<file path="src/rtl/fpu_pkg.sv">
`default_nettype none
// ---------------------------------------------------------------------------
// Module   : fpu_pkg
// Purpose  : Shared FPU op codes, stage-record type and op helper functions.
// Revision : 1.0 - initial release
// ---------------------------------------------------------------------------
package fpu_pkg;

  localparam logic [2:0] FADD  = 3'b000;
  localparam logic [2:0] FSUB  = 3'b001;
  localparam logic [2:0] FMUL  = 3'b010;
  localparam logic [2:0] FDIV  = 3'b100;
  localparam logic [2:0] FSQRT = 3'b110;

  // One execute-stage record: valid flag, destination register, op code.
  typedef struct packed {
    logic       valid;
    logic [4:0] n;
    logic [2:0] c;
  } stage_t;

  localparam stage_t BUBBLE = '0;

  // Div and sqrt both have the top op-code bit set.
  function automatic logic is_ds(input logic [2:0] c);
    return c[2];
  endfunction

  // Iteration count for a div/sqrt op code; bit 1 separates sqrt from div.
  // The low bit is a don't-care, so it is forced high before comparing.
  function automatic int iter_of(input logic [2:0] c, input int div_iter,
                                 input int sqrt_iter);
    return ((c | 3'b001) == 3'b111) ? sqrt_iter : div_iter;
  endfunction

endpackage
`default_nettype wire

</file>
<file path="src/rtl/fpu_ds_counter.sv">
`default_nettype none
// ---------------------------------------------------------------------------
// Module   : fpu_ds_counter
// Purpose  : Remaining-iteration counter for fdiv/fsqrt occupying E1.
// Revision : 1.0 - initial release
// ---------------------------------------------------------------------------
module fpu_ds_counter
  import fpu_pkg::*;
#(
  parameter int DIV_ITER  = 14,
  parameter int SQRT_ITER = 14
) (
  input  logic       clk,
  input  logic       rst,
  input  logic       dec,
  input  logic       issue,
  input  logic [2:0] c,
  output logic       zero
);

  localparam int MAX_ITER = (DIV_ITER > SQRT_ITER) ? DIV_ITER : SQRT_ITER;
  localparam int CW       = (MAX_ITER > 1) ? $clog2(MAX_ITER) : 1;

  logic [CW-1:0] cnt;
  logic [CW-1:0] load_val;

  // A div/sqrt issue preloads ITER-1 remaining hold cycles; anything else is 0.
  always_comb begin
    load_val = '0;
    if (issue && is_ds(c)) begin
      load_val = CW'(iter_of(c, DIV_ITER, SQRT_ITER) - 1);
    end
  end

  // Count down while E1 is held, otherwise reload from the issue slot.
  always_ff @(posedge clk) begin
    if (rst) begin
      cnt <= '0;
    end else if (dec) begin
      cnt <= cnt - CW'(1);
    end else begin
      cnt <= load_val;
    end
  end

  assign zero = (cnt == '0);

endmodule
`default_nettype wire

</file>
<file path="src/rtl/fpu_issue_tracker.sv">
`default_nettype none
// ---------------------------------------------------------------------------
// Module   : fpu_issue_tracker
// Purpose  : E1/E2/E3 FP instruction tracking with fdiv/fsqrt E1 hold.
// Revision : 1.0 - initial release
// ---------------------------------------------------------------------------
module fpu_issue_tracker
  import fpu_pkg::*;
#(
  parameter int DIV_ITER  = 14,
  parameter int SQRT_ITER = 14
) (
  input  logic       clk,
  input  logic       rst,
  input  logic       wf,
  input  logic [2:0] fc,
  input  logic [4:0] fd,
  output logic       e1w,
  output logic       e2w,
  output logic       e3w,
  output logic [4:0] e1n,
  output logic [4:0] e2n,
  output logic [4:0] e3n,
  output logic [2:0] e1c,
  output logic [2:0] e2c,
  output logic [2:0] e3c,
  output logic       stall_div_sqrt,
  output logic       e1_iter
);

  stage_t e1;
  stage_t e2;
  stage_t e3;
  logic   cnt_zero;
  logic   hold;

  // E1 is held while a div/sqrt still has iterations left; registers only.
  assign hold = e1.valid & is_ds(e1.c) & ~cnt_zero;

  fpu_ds_counter #(
    .DIV_ITER  (DIV_ITER),
    .SQRT_ITER (SQRT_ITER)
  ) u_ds_counter (
    .clk   (clk),
    .rst   (rst),
    .dec   (hold),
    .issue (wf),
    .c     (fc),
    .zero  (cnt_zero)
  );

  // Stage advance; during a hold E1 freezes, E2 takes a bubble and E3 drains.
  always_ff @(posedge clk) begin
    if (rst) begin
      e1 <= BUBBLE;
      e2 <= BUBBLE;
      e3 <= BUBBLE;
    end else begin
      e3 <= e2;
      if (hold) begin
        e2 <= BUBBLE;
      end else begin
        e2 <= e1;
        e1 <= wf ? stage_t'{valid: 1'b1, n: fd, c: fc} : BUBBLE;
      end
    end
  end

  assign e1w = e1.valid;
  assign e2w = e2.valid;
  assign e3w = e3.valid;
  assign e1n = e1.n;
  assign e2n = e2.n;
  assign e3n = e3.n;
  assign e1c = e1.c;
  assign e2c = e2.c;
  assign e3c = e3.c;

  assign stall_div_sqrt = hold;
  assign e1_iter        = hold;

endmodule
`default_nettype wire

</file>
<file path="config.mk">
export PLATFORM = sky130hd
export DESIGN_NAME = fpu_issue_tracker
export DESIGN_NICKNAME = d
export VERILOG_FILES = /design/src/rtl/fpu_pkg.sv /design/src/rtl/fpu_ds_counter.sv /design/src/rtl/fpu_issue_tracker.sv
export SDC_FILE = /design/constraint.sdc
export NUM_CORES = 1
export LEC_CHECK = 0
export CAP_MARGIN = 10
export CORE_MARGIN = 2
export CORE_UTILIZATION = 45
export DETAILED_ROUTE_END_ITERATION = 12
export PLACE_DENSITY_LB_ADDON = 0.15
export RECOVER_POWER = 50
export SETUP_SLACK_MARGIN = 0.2
export SLEW_MARGIN = 30
export SYNTH_ARGS = -nofsm -noshare
export SYNTH_HDL_FRONTEND = slang
export SYNTH_SLANG_ARGS = --single-unit
</file>
<file path="constraint.sdc">
create_clock -name clk -period 4.45 [get_ports clk]
set_clock_uncertainty 0.05 [all_clocks]
set_input_delay 0.445 -clock clk [delete_from_list [all_inputs] [get_ports clk]]
set_output_delay 0.445 -clock clk [all_outputs]
set_load 0.02 [all_outputs]
</file>
# Yosys cells after proc, flatten, opt, wreduce, memory -nomap -nowiden
# Cells that the tools add are included.
# totals
ff_bits	31
output_inout_bits	29
wordCells	20
# op_classes
muxes	3
reduce_logical	3
n_addsub	1
bitwise	3
# ops
operator	count
9-bit two-way mux	1
4-bit two-way mux	2
4-bit logical NOT	1
4-bit by 1-bit subtractor with 4-bit output (second input constant)	1
1-bit bitwise AND	2
2-bit OR reduction	1
1-bit logical AND	1
1-bit NOT	1

# Depth between registers and ports, before layout
# Gate-level depths: netlist of the first run.
# logic_depth
ltp_word	4
depth_mapped	6
ltp_nobuf	5

# Hierarchy
# From an unflattened synthesis of the first run, not the netlist that was laid out.
# unflattened
hier_cells	97
area_unflattened_um2	1167.4
# modules_own_cells
module	cells_each	instances	area_each_um2
fpu_issue_tracker	78	1	982.2
fpu_ds_counter	19	1	185.2

# Worst setup path after synthesis of the first run
# OpenSTA, ideal clock, no wires.
# synth_path
path_type	flip-flop to output port
from	register u_ds_counter.cnt[0]
to	output stall_div_sqrt
t_arrival_ns	1.367
required_ns	3.955
n_path_buf	1
slack_ns	2.588
stages_incl_launch_ff	6
cell_sequence	dfxtp_1 -> inv_1 -> ha_1 -> nor3b_4 -> nor2_1 -> buf_4
# synth_between
elab_chain_len	3
# synth_lines
element	line_no	rtl
start: declaration	fpu_ds_counter.sv:24	logic [CW-1:0] cnt;
start signal: assignment	fpu_ds_counter.sv:40	cnt <= cnt - CW'(1);
start signal: assignment	fpu_ds_counter.sv:42	cnt <= load_val;
4-bit logical NOT	fpu_ds_counter.sv:46	assign zero = (cnt == '0);
1-bit NOT	fpu_issue_tracker.sv:38	assign hold = e1.valid & is_ds(e1.c) & ~cnt_zero;
1-bit bitwise AND	fpu_issue_tracker.sv:38	
end: declaration	fpu_issue_tracker.sv:27	output logic stall_div_sqrt,
# Every way passes these cells.

# Final worst setup path of the first run
# Same ends and word-level chain as after synthesis.

==> metrics.md, run 1 <==
| Metric | Value |
|---|---|
| RR Endpoint | `u_ds_counter.cnt[3]` |
| Fraction of final layout cells sized beyond drive strength 1 | `5.797%` |
| Total power draw | `0.0004835 W` |
| Initial Util | `47.68%` |
| Fmax | `326.4 MHz` |
| Mapped Cells | `99` |
| Reg-to-reg setup timing slack | `2.39 ns` |
| Die extent in x | `52.65 µm` |
| Initial DRT Pass Iterations | `4` |
| Cts repair resizes | `0` |
| Synth Cell Area | `1065 µm²` |
| Nets@finish | `151` |
| Antenna fix cells | `0` |
| Yosys top cell area share | `58.28%` |
| Unrepaired setup endpoints after global routing | `false` |
| Global-route wire length before repair | `3312 µm` |
| Critical Path RT | `3.95 ns` |
| Worst slew pin tran | `1.026 ns` |
| Hpwl dp | `1478 µm` |
| Relative slew slack | `31.47%` |
| Fin crit period | `3.063 ns` |
| Synth cell types | `22` |
| TritonCTS Buffers | `5` |
| Power per cell area | `325.6 nW/µm²` |
| Placed Cells | `160` |
| Synthesized Nets | `111` |
| Final Cell Area | `1485 µm²` |
| Worst VDD drop | `0.0001959 V` |
| Final worst-path cycle share | `68.84%` |
| Synth Area in Adders | `1.175%` |
| Area of the multi-input gates | `390.4 µm²` |
| Total GRT Usage | `17.15%` |
| Max cap viols | `0` |
| DIE HEIGHT | `52.65 µm` |
| Slew Viols, Final | `0` |
| Routed Antenna Nets | `0` |
| Reg power frac | `60.2%` |
| # rows | `17` |
| Critical path data arrival time | `2.57 ns` |
| Area Overhead vs Synth | `39.48%` |
| Clock slew at reported path FFs | `0.08 ns` |
| CTS Buffer Depth | `2` |
| Worst Hold Launch | `e2c[2]` |
| Core region area | `2233 µm²` |
| YS warnings | `0` |
| Setup crit end kind | `output port` |
| Num Clock Sinks | `31` |
| Register area share after synthesis | `58.28%` |
| Leak | `0.5516 nW` |
| Synth Area per Inst | `10.76 µm²` |
| Largest family of logic cells by synthesized area | `simple AND/OR/NAND/NOR gates` |
| Hold Fails Final Rpt | `0` |
| Synth area leaders | `dfxtp_1, and2_1, nor2b_1` |
| Worst slack, placed | `2.250 ns` |
| Mux share of post-synthesis cell area | `0%` |
| Post-Route WL | `1999 µm` |
| DR iter-0 viols | `5` |
| Hold buffers post-CTS | `0` |
| Worst hold-check path type | `reg -> reg` |
| Synth Area in XOR/XNOR | `1.645%` |
| Reg2Reg Launch Point | `u_ds_counter.cnt[0]` |
| Register Area | `620.6 µm²` |
| Hold path depth | `1` |
| Status | `finished, final reports clean` |
| Psw | `0.0001124 W` |
| DRC | `0` |
| Clock Latency Late Sink | `0.30 ns` |
| Routed via count | `806` |
| Top cell type by total area after synthesis | `dfxtp_1` |
| Hold EP | `e3c[2]` |
| Compound-Gate Fraction of Synth Area | `14.10%` |
| Die area | `2772 µm²` |
| Clk root buf | `clkbuf_4` |
| Critical path type | `reg -> out` |
| DR vias/cell | `4.855` |
| Final Non-Filler Cells | `166` |
| FF-to-FF path depth | `5` |
| Port Buffers | `39` |
| Avg WL per Cell | `12.04 µm` |
| Simple-gate portion of the synthesized area | `20.80%` |
| Startpoint types | `register` |
| Fin worst setup slack | `1.387 ns` |
| Logic gate share of total power | `12.5%` |
| # fillers | `198` |
| Vias in the first global route | `750` |
| Sw Share | `23.24%` |
| Setup TNS | `0 ns` |
| Largest net degree at the start of global routing | `24` |
| Clock network fraction of total power | `27.3%` |
| DP Area | `1455 µm²` |
| H-Tree Level Count | `2` |
| I/O pin total | `40` |
| CTS tree | `yes` |
| Critical Path Fanout Max | `10` |
| Final setup vio count | `0` |
| Placer congestion estimate | `0.7654` |
| Synthesized flop and latch total | `31` |
| Internal Power | `0.0003712 W` |
| Postcts setup bufs | `0` |
| Remaining global-route overflow | `0` |
| Antenna violations before repair | `0` |
layer usage:
| layer | track usage [%] | part of all wire (%) |
|---|---|---|
| met5 | 0 | 0 |
| met4 | 8.547 | 0.70 |
| met3 | 7.714 | 6.4 |
| met2 | 28.33 | 48 |
| met1 | 18.35 | 45 |
cell usage after synthesis:
library cell and number:
dfxtp_1 31, and2_1 11, a21oi_1 9, nor2b_1 9, nand3_1 8, o211ai_1 7
clkbuf_1 3, nor2_1 3, a211oi_1 2, a21oi_4 2, inv_1 2, xnor2_1 2
buf_2 1, buf_4 1, buf_6 1, ha_1 1, nand2_1 1, nor3_1 1
nor3b_4 1, nor4_1 1, o21ai_0 1, or3b_4 1
how the worst max path moves through the flow:
| stage | startpoint | endpoint | slack [ns] | cells after the start |
|---|---|---|---|---|
| after floorplan | u_ds_counter.cnt[0] | stall_div_sqrt | 2.59 | 5 |
| final | u_ds_counter.cnt[0] | stall_div_sqrt | 1.39 | 5 |
| after global routing | u_ds_counter.cnt[0] | stall_div_sqrt | 1.16 | 5 |
| after global placement | u_ds_counter.cnt[0] | e1_iter | 2.34 | 5 |
| after CTS | u_ds_counter.cnt[0] | stall_div_sqrt | 1.89 | 5 |
| after detailed placement | u_ds_counter.cnt[0] | stall_div_sqrt | 2.25 | 5 |
power groups by stage:
stage	logic [W]	clock network [W]	registers (W)
after floorplan	0.0000266	0	0.000307
after global placement	0.0000616	0	0.000298
after detailed placement	0.0000627	0	0.000298
after CTS	0.0000629	0.000139	0.000292
after global routing	0.0000650	0.000151	0.000292
final	0.0000606	0.000132	0.000291
worst max-delay path, stage by stage (launching register included):
cell and delay, ns:
dfxtp_1 0.32, inv_1 0.08, ha_1 0.20, nor3b_1 0.84, nor2_1 0.21, clkdlybuf4s50_1 0.62
placed cells by master, fill, tap and decap left out, types with 2 or more instances in the layout:
cell type	count
a211oi_1	2
a21oi_1	9
a21oi_4	2
and2_1	11
clkbuf_4	5
clkdlybuf4s50_1	30
dfxtp_1	31
dlygate4sd3_1	9
inv_1	2
nand3_1	8
nor2_1	3
nor2b_1	9
o211ai_1	7
xnor2_1	2
stage by stage:
step / util (%) / hold WS, ns
after global placement: 65.15 / 0.3951
after CTS: 67.00 / 0.4170
after detailed placement: 65.15 / 0.4004
after global routing: 66.50 / 0.4260
after floorplan: - / 0.4569
final: 66.50 / 0.4126
cell families after synthesis:
kind of cell               after synthesis
adders and majority gates                1
AOI/OAI and AO/OA                       21
DFF                                     31
buffers and inverters                    8
and+or+nand+nor                         36
xor gates and xnor gates                 2
registers in the layout, indices dropped and copies added (netlist names):
| signal | cells |
|---|---|
| e2w | 1 |
| e3c | 3 |
| e2c | 3 |
| e2n | 5 |
| u_ds_counter.cnt | 4 |
| e1w | 1 |
| e3n | 5 |
| e3w | 1 |
| e1c | 3 |
| e1n | 5 |
layout make-up:
type / count / area share [%]
clock buffers: 6 / 2.780
multi-input cells: 60 / 26.28
well taps: 28 / 2.359
flip-flops and latches: 31 / 41.79
repair buffers: 39 / 26.28
inverters: 2 / 0.5055
(Power assumes the default switching activity.)
==> run 2: changes to the inputs <==
--- a/config.mk
+++ b/config.mk
@@ -7,7 +7,7 @@
 export LEC_CHECK = 0
 export CAP_MARGIN = 10
 export CORE_MARGIN = 2
-export CORE_UTILIZATION = 45
+export CORE_UTILIZATION = 42
 export DETAILED_ROUTE_END_ITERATION = 12
 export PLACE_DENSITY_LB_ADDON = 0.15
 export RECOVER_POWER = 50
==> constraint.sdc (replaced) <==
create_clock -name clk -period 3.1 [get_ports clk]
set_clock_uncertainty 0.05 [all_clocks]
set_input_delay 0.31 -clock clk [delete_from_list [all_inputs] [get_ports clk]]
set_output_delay 0.31 -clock clk [all_outputs]
set_load 0.02 [all_outputs]
==> run 2 against run 1 <==
Compared with the run above: sequential power increased by 44%; first-iteration DRC count increased to 2.6 times the previous value; combinational power increased by 42%; critical path depth unchanged; wire length increased by 7.2%; worst hold slack improved by 0.0027 ns; largest power group unchanged; highest routed layer unchanged.
==> metrics.md, run 2 (synthesis gave the netlist of run 1 again) <==
| Metric | Value |
|---|---|
| Register Area | `620.6 µm² (unchanged)` |
| Clock Latency Late Sink | `0.32 ns (+0.02 ns)` |
| Worst VDD drop | `0.0003558 V (+82%)` |
| Status | `finished, final reports clean` |
| Slew Viols, Final | `0 (unchanged)` |
| Fin worst setup slack | `0.6797 ns (-0.7070 ns)` |
| Vias in the first global route | `780 (+4.0%)` |
| Total GRT Usage | `16.69% (-0.46 points)` |
| Area Overhead vs Synth | `40.31%` |
| Cts repair resizes | `0 (unchanged)` |
| Die extent in x | `54.35 µm (+3.2%)` |
| Hold buffers post-CTS | `0 (unchanged)` |
| DIE HEIGHT | `54.35 µm (+3.2%)` |
| Port Buffers | `39 (unchanged)` |
| Num Clock Sinks | `31 (unchanged)` |
| Fraction of final layout cells sized beyond drive strength 1 | `5.714% (-0.083 points)` |
| Final worst-path cycle share | `78.07%` |
| Worst hold-check path type | `reg -> reg` |
| # rows | `18 (+1)` |
| I/O pin total | `40 (unchanged)` |
| Setup TNS | `0 ns (unchanged)` |
| Fmax | `413.2 MHz` |
| Placer congestion estimate | `0.7958 (+4.0%)` |
| Worst slack, placed | `1.042 ns (-1.207 ns)` |
| Antenna violations before repair | `0 (unchanged)` |
| DRC | `0 (unchanged)` |
| CTS tree | `yes` |
| # fillers | `225 (+14%)` |
| Critical Path Fanout Max | `10 (unchanged)` |
| Clk root buf | `clkbuf_4` |
| Largest net degree at the start of global routing | `24 (unchanged)` |
| H-Tree Level Count | `2 (unchanged)` |
| Initial DRT Pass Iterations | `4 (unchanged)` |
| Avg WL per Cell | `12.61 µm (+4.7%)` |
| Critical Path RT | `2.74 ns (-1.21 ns)` |
| Startpoint types | `register` |
| Routed Antenna Nets | `0 (unchanged)` |
| Commonest non-fill, non-tap cell in the layout | `dfxtp_1` |
| CP cell instances | `inv_1 -> ha_1 -> nor3b_4 -> nor2_1 -> clkdlybuf4s50_1` |
| Initial Util | `43.78% (-3.9 points)` |
| Critical path data arrival time | `2.06 ns (-0.51 ns)` |
| Area of the multi-input gates | `387.9 µm² (-0.64%)` |
| CTS Buffer Depth | `2 (unchanged)` |
| Final hold slack | `0.4152 ns (+0.002692 ns)` |
| Remaining global-route overflow | `0 (unchanged)` |
| Power per cell area | `482.5 nW/µm² (+48%)` |
| Die area | `2954 µm² (+6.6%)` |
| Core region area | `2432 µm² (+8.9%)` |
| Routed via count | `821 (+1.9%)` |
| Cell family with most CP delay | `buffers and inverters` |
| Bufs and invs on worst path | `2 (unchanged)` |
| Max incr delay on CP | `0.58 ns (-0.26 ns)` |
| Unrepaired setup endpoints after global routing | `false` |
| Slowest stage cell, crit path | `clkdlybuf4s50_1` |
| Relative slew slack | `38.84% (+7.4 points)` |
| Hpwl dp | `1521 µm (+3.0%)` |
| Worst slew pin tran | `0.9144 ns (-0.1114 ns)` |
| Antenna fix cells | `0 (unchanged)` |
| Nets@finish | `151 (unchanged)` |
| Post-Route WL | `2143 µm (+7.2%)` |
| Final setup vio count | `0 (unchanged)` |
| TritonCTS Buffers | `5 (unchanged)` |
| Fin crit period | `2.420 ns` |
| Global-route wire length before repair | `3394 µm (+2.5%)` |
| Setup crit end kind | `output port` |
| Hold Fails Final Rpt | `0 (unchanged)` |
| DR vias/cell | `4.829 (-0.54%)` |
| Most frequent cells in the layout | `dfxtp_1, clkdlybuf4s50_1, and2_1, dlygate4sd3_1, a21oi_1` |
| Clock slew at reported path FFs | `0.09 ns (about the same)` |
| Critical path type | `reg -> out` |
| DR iter-0 viols | `13 (+8)` |
| Leak | `0.5686 nW (+3.1%)` |
| Postcts setup bufs | `0 (unchanged)` |
| Max cap viols | `0 (unchanged)` |
run 2: changes by cell type in the layout (fill, tap and decap cells not counted), sizes merged:
cell,delta
clkbuf,+1
dlygate4sd3,+2
clkdlybuf4s50,-2
clkinv,+1
run 2: final timing paths:
check	start	to	slack, ns	cells after the start
hold / removal	e2n[2]	e3n[2]	0.42	1
setup reg to reg	u_ds_counter.cnt[0]	u_ds_counter.cnt[3]	1.30	5
hold reg to reg	e2n[2]	e3n[2]	0.42	1
setup / recovery	u_ds_counter.cnt[0]	e1_iter	0.68	5
run 2: stage by stage:
| stage | utilization [%] | power [W] | instances | area, µm² |
|---|---|---|---|---|
| global placement | 59.93 | 0.0005162 | 162 | 1458 |
| global route | 61.42 | 0.0007515 | 170 | 1494 |
| CTS | 61.99 | 0.0007307 | 170 | 1508 |
| floorplan | - | 0.0004781 | 99 | 1065 |
| finish | 61.42 | 0.0007208 | 170 | 1494 |
| detailed placement | 59.93 | 0.0005179 | 162 | 1458 |
run 2: worst reg2reg max path: stages, from the launching register on:
cell and delay (ns):
dfxtp_1 0.32, inv_1 0.07, ha_1 0.19, or3b_1 0.56
a21oi_1 0.37, a211oi_1 0.09
run 2: area by class of cell:
class	count	share of cell area, %
clock buffers	7	3.015
clock inverters	1	0.3350
inverters	2	0.5025
multi-input cells	60	25.96
flip-flops and latches	31	41.54
well taps	30	2.513
repair buffers	39	26.13
run 2: power by group:
group           total, W  leakage, nW  internal (W)  switching [W]
registers       0.000418        0.253      0.000411     0.00000773
clock network   0.000217       0.0293     0.0000882       0.000129
logic          0.0000858        0.286     0.0000414      0.0000444
total           0.000721        0.569      0.000540       0.000181
run 2: metal layers:
metal | routed length (µm) | global-route usage [%] | up-vias | share of wire, %
met5 | 0 | 0 | - | 0
met4 | 46 | 10.00 | 0 | 2.1
met3 | 156 | 5.464 | 5 | 7.3
met2 | 1068 | 28.11 | 31 | 50
met1 | 871 | 18.09 | 369 | 41
li1 | - | - | 416 | -
==> run 3: changes to the inputs <==
--- a/config.mk
+++ b/config.mk
@@ -7,7 +7,7 @@
 export LEC_CHECK = 0
 export CAP_MARGIN = 10
 export CORE_MARGIN = 2
-export CORE_UTILIZATION = 42
+export CORE_UTILIZATION = 38
 export DETAILED_ROUTE_END_ITERATION = 12
 export PLACE_DENSITY_LB_ADDON = 0.15
 export RECOVER_POWER = 50
==> constraint.sdc (replaced) <==
create_clock -name clk -period 2.1 [get_ports clk]
set_clock_uncertainty 0.05 [all_clocks]
set_input_delay 0.21 -clock clk [delete_from_list [all_inputs] [get_ports clk]]
set_output_delay 0.21 -clock clk [all_outputs]
set_load 0.02 [all_outputs]
==> run 3 against run 2 <==
Compared with the run above: sequential share of layout area decreased by 1.2 points; die area is 9.7% higher; via count rose by 4.1%; setup slack lost 0.44 ns; core utilization down 4.6 points; non-clock buffer count up 3; wire length grew 0.28%; critical endpoint is now stall_div_sqrt; largest power group unchanged; highest routed layer unchanged.
==> metrics.md, run 3 (synthesis gave the netlist of run 1 again) <==
| Metric | Value |
|---|---|
| Setup TNS | `0 ns (unchanged)` |
| Commonest non-fill, non-tap cell in the layout | `dfxtp_1` |
| Core region area | `2710 µm² (+11%)` |
| Placer congestion estimate | `0.7174 (-9.9%)` |
| Fmax | `536.9 MHz` |
| DR iter-0 viols | `13 (unchanged)` |
| Routed Antenna Nets | `0 (unchanged)` |
| Critical path startpoint | `u_ds_counter.cnt[0]` |
| Worst Setup EP | `stall_div_sqrt` |
| Global-route wire length before repair | `3401 µm (+0.21%)` |
| H-Tree Level Count | `2 (unchanged)` |
| Worst VDD drop | `0.0005510 V (+55%)` |
| DRC | `0 (unchanged)` |
| Hold buffers post-CTS | `0 (unchanged)` |
| Relative slew slack | `63.95% (+25 points)` |
| Clk root buf | `clkbuf_4` |
| Reg-to-reg setup timing slack | `0.37 ns (-0.93 ns)` |
| Vias in the first global route | `768 (-1.5%)` |
| Slew Viols, Final | `0 (unchanged)` |
| Clock slew at reported path FFs | `0.09 ns (about the same)` |
| Total GRT Usage | `14.29% (-2.4 points)` |
| Routed via count | `855 (+4.1%)` |
| Total power draw | `0.001228 W (+70%)` |
| Final setup vio count | `0 (unchanged)` |
| Power per cell area | `797.3 nW/µm² (+65%)` |
| Initial DRT Pass Iterations | `4 (unchanged)` |
| I/O pin total | `40 (unchanged)` |
| Worst slew pin tran | `0.5390 ns (-0.3754 ns)` |
| Area of the multi-input gates | `379.1 µm² (-2.3%)` |
| Hpwl dp | `1513 µm (-0.53%)` |
| Final worst-path cycle share | `88.69%` |
| Die area | `3242 µm² (+9.7%)` |
| TritonCTS Buffers | `5 (unchanged)` |
| Hold Fails Final Rpt | `0 (unchanged)` |
| Clock Latency Late Sink | `0.33 ns (about the same)` |
| # rows | `19 (+1)` |
| FF-to-FF path depth | `5 (unchanged)` |
| Most frequent cells in the layout | `dfxtp_1, clkdlybuf4s50_1, and2_1` |
| Die extent in x | `56.94 µm (+4.8%)` |
| Critical Path RT | `1.84 ns (-0.90 ns)` |
| Post-Route WL | `2149 µm (+0.28%)` |
| Unrepaired setup endpoints after global routing | `false` |
| Fraction of final layout cells sized beyond drive strength 1 | `9.091% (+3.4 points)` |
| DR vias/cell | `4.914 (+1.7%)` |
| DIE HEIGHT | `56.94 µm (+4.8%)` |
| Port Buffers | `39 (unchanged)` |
| Reg2Reg Launch Point | `u_ds_counter.cnt[0]` |
| Initial Util | `39.29% (-4.5 points)` |
| Area Overhead vs Synth | `44.65%` |
| Largest net degree at the start of global routing | `14 (-42%)` |
| Antenna fix cells | `0 (unchanged)` |
| Avg WL per Cell | `12.35 µm (-2.0%)` |
| Antenna violations before repair | `0 (unchanged)` |
| CTS Buffer Depth | `2 (unchanged)` |
| Startpoint types | `register` |
| Status | `finished, final reports clean` |
| Setup crit end kind | `output port` |
| Max cap viols | `0 (unchanged)` |
| Nets@finish | `154 (+2.0%)` |
| Critical path type | `reg -> out` |
| Leak | `0.5857 nW (+3.0%)` |
| Worst hold-check path type | `reg -> reg` |
| Critical Path Fanout Max | `4 (-6)` |
| # fillers | `256 (+14%)` |
| Num Clock Sinks | `31 (unchanged)` |
| Fin crit period | `1.862 ns` |
| CTS tree | `yes` |
| Critical path data arrival time | `1.60 ns (-0.46 ns)` |
| Register Area | `620.6 µm² (unchanged)` |
| RR Endpoint | `u_ds_counter.cnt[2]` |
| Remaining global-route overflow | `0 (unchanged)` |
==> run 3: cell count changes in the layout (fill, tap and decap cells not counted) <==
| cell | before | now |
|---|---|---|
| nor2_2 | 0 | 1 |
| nor3b_1 | 0 | 1 |
| nor3b_4 | 1 | 0 |
| clkdlybuf4s15_2 | 0 | 2 |
| clkbuf_8 | 0 | 1 |
| bufinv_16 | 0 | 1 |
| dlygate4sd3_1 | 11 | 10 |
| clkdlybuf4s50_1 | 28 | 27 |
| buf_4 | 0 | 1 |
| nor2_1 | 3 | 2 |
==> run 3: worst min path at each step <==
stage               slack (ns)  startpoint     end  cells past startpoint
floorplan                 0.23         rst  e3c[1]                      1
global placement          0.40      e2n[3]  e3n[3]                      1
detailed placement        0.41      e2n[3]  e3n[3]                      1
CTS                       0.41       fd[3]  e1n[3]                      3
global route              0.42       fd[3]  e1n[3]                      3
finish                    0.42      e2n[2]  e3n[2]                      1
==> run 3: area by class of cell <==
| type | instances | share of cell area, % |
|---|---|---|
| Tap cell | 31 | 2.518 |
| Multi-Input combinational cell | 60 | 24.61 |
| Sequential cell | 31 | 40.29 |
| Clock inverter | 2 | 2.275 |
| Timing Repair Buffer | 42 | 26.48 |
| Clock buffer | 6 | 3.331 |
| Inverter | 2 | 0.4874 |
==> run 3: per-stage QoR <==
stage          cells  setup slack (ns)  hold WS [ns]  util (%)  area (µm²)
2_1_floorplan     99            0.4734        0.2316         -        1065
3_3_place_gp     165            0.2004        0.3955     54.39        1474
3_5_place_dp     165            0.1457        0.4061     54.39        1474
4_1_cts          174            0.2054        0.4052     57.94        1570
5_1_grt          174            0.1022        0.4164     56.83        1540
6_report         174            0.2376        0.4151     56.83        1540
==> run 3: routing by layer <==
metal,share of wire [%],global-route usage [%],vias up
li1,-,-,423
met5,0,0,-
met2,47,22.00,33
met4,2.7,9.967,0
met3,7.5,6.122,7
met1,43,15.88,392
==> run 3: critical path, stage by stage, from the launching register on <==
cell             delay, ns
dfxtp_1               0.32
inv_1                 0.07
ha_1                  0.19
nor3b_1               0.33
nor2_2                0.10
clkdlybuf4s15_2       0.27
==> run 3: repair_timing <==
| item | in CTS | in global routing |
|---|---|---|
| buffers inserted | 1 | 0 |
| setup endpoints to repair | 2 | 2 |
| resized for setup | 6 | 1 |
==> run 3: where the power goes <==
part / total, W / internal, W / switching (W)
registers: 0.000617 / 0.000606 / 0.0000106
clock network: 0.000485 / 0.000281 / 0.000203
logic: 0.000127 / 0.0000604 / 0.0000665
total: 0.00123 / 0.000948 / 0.000280
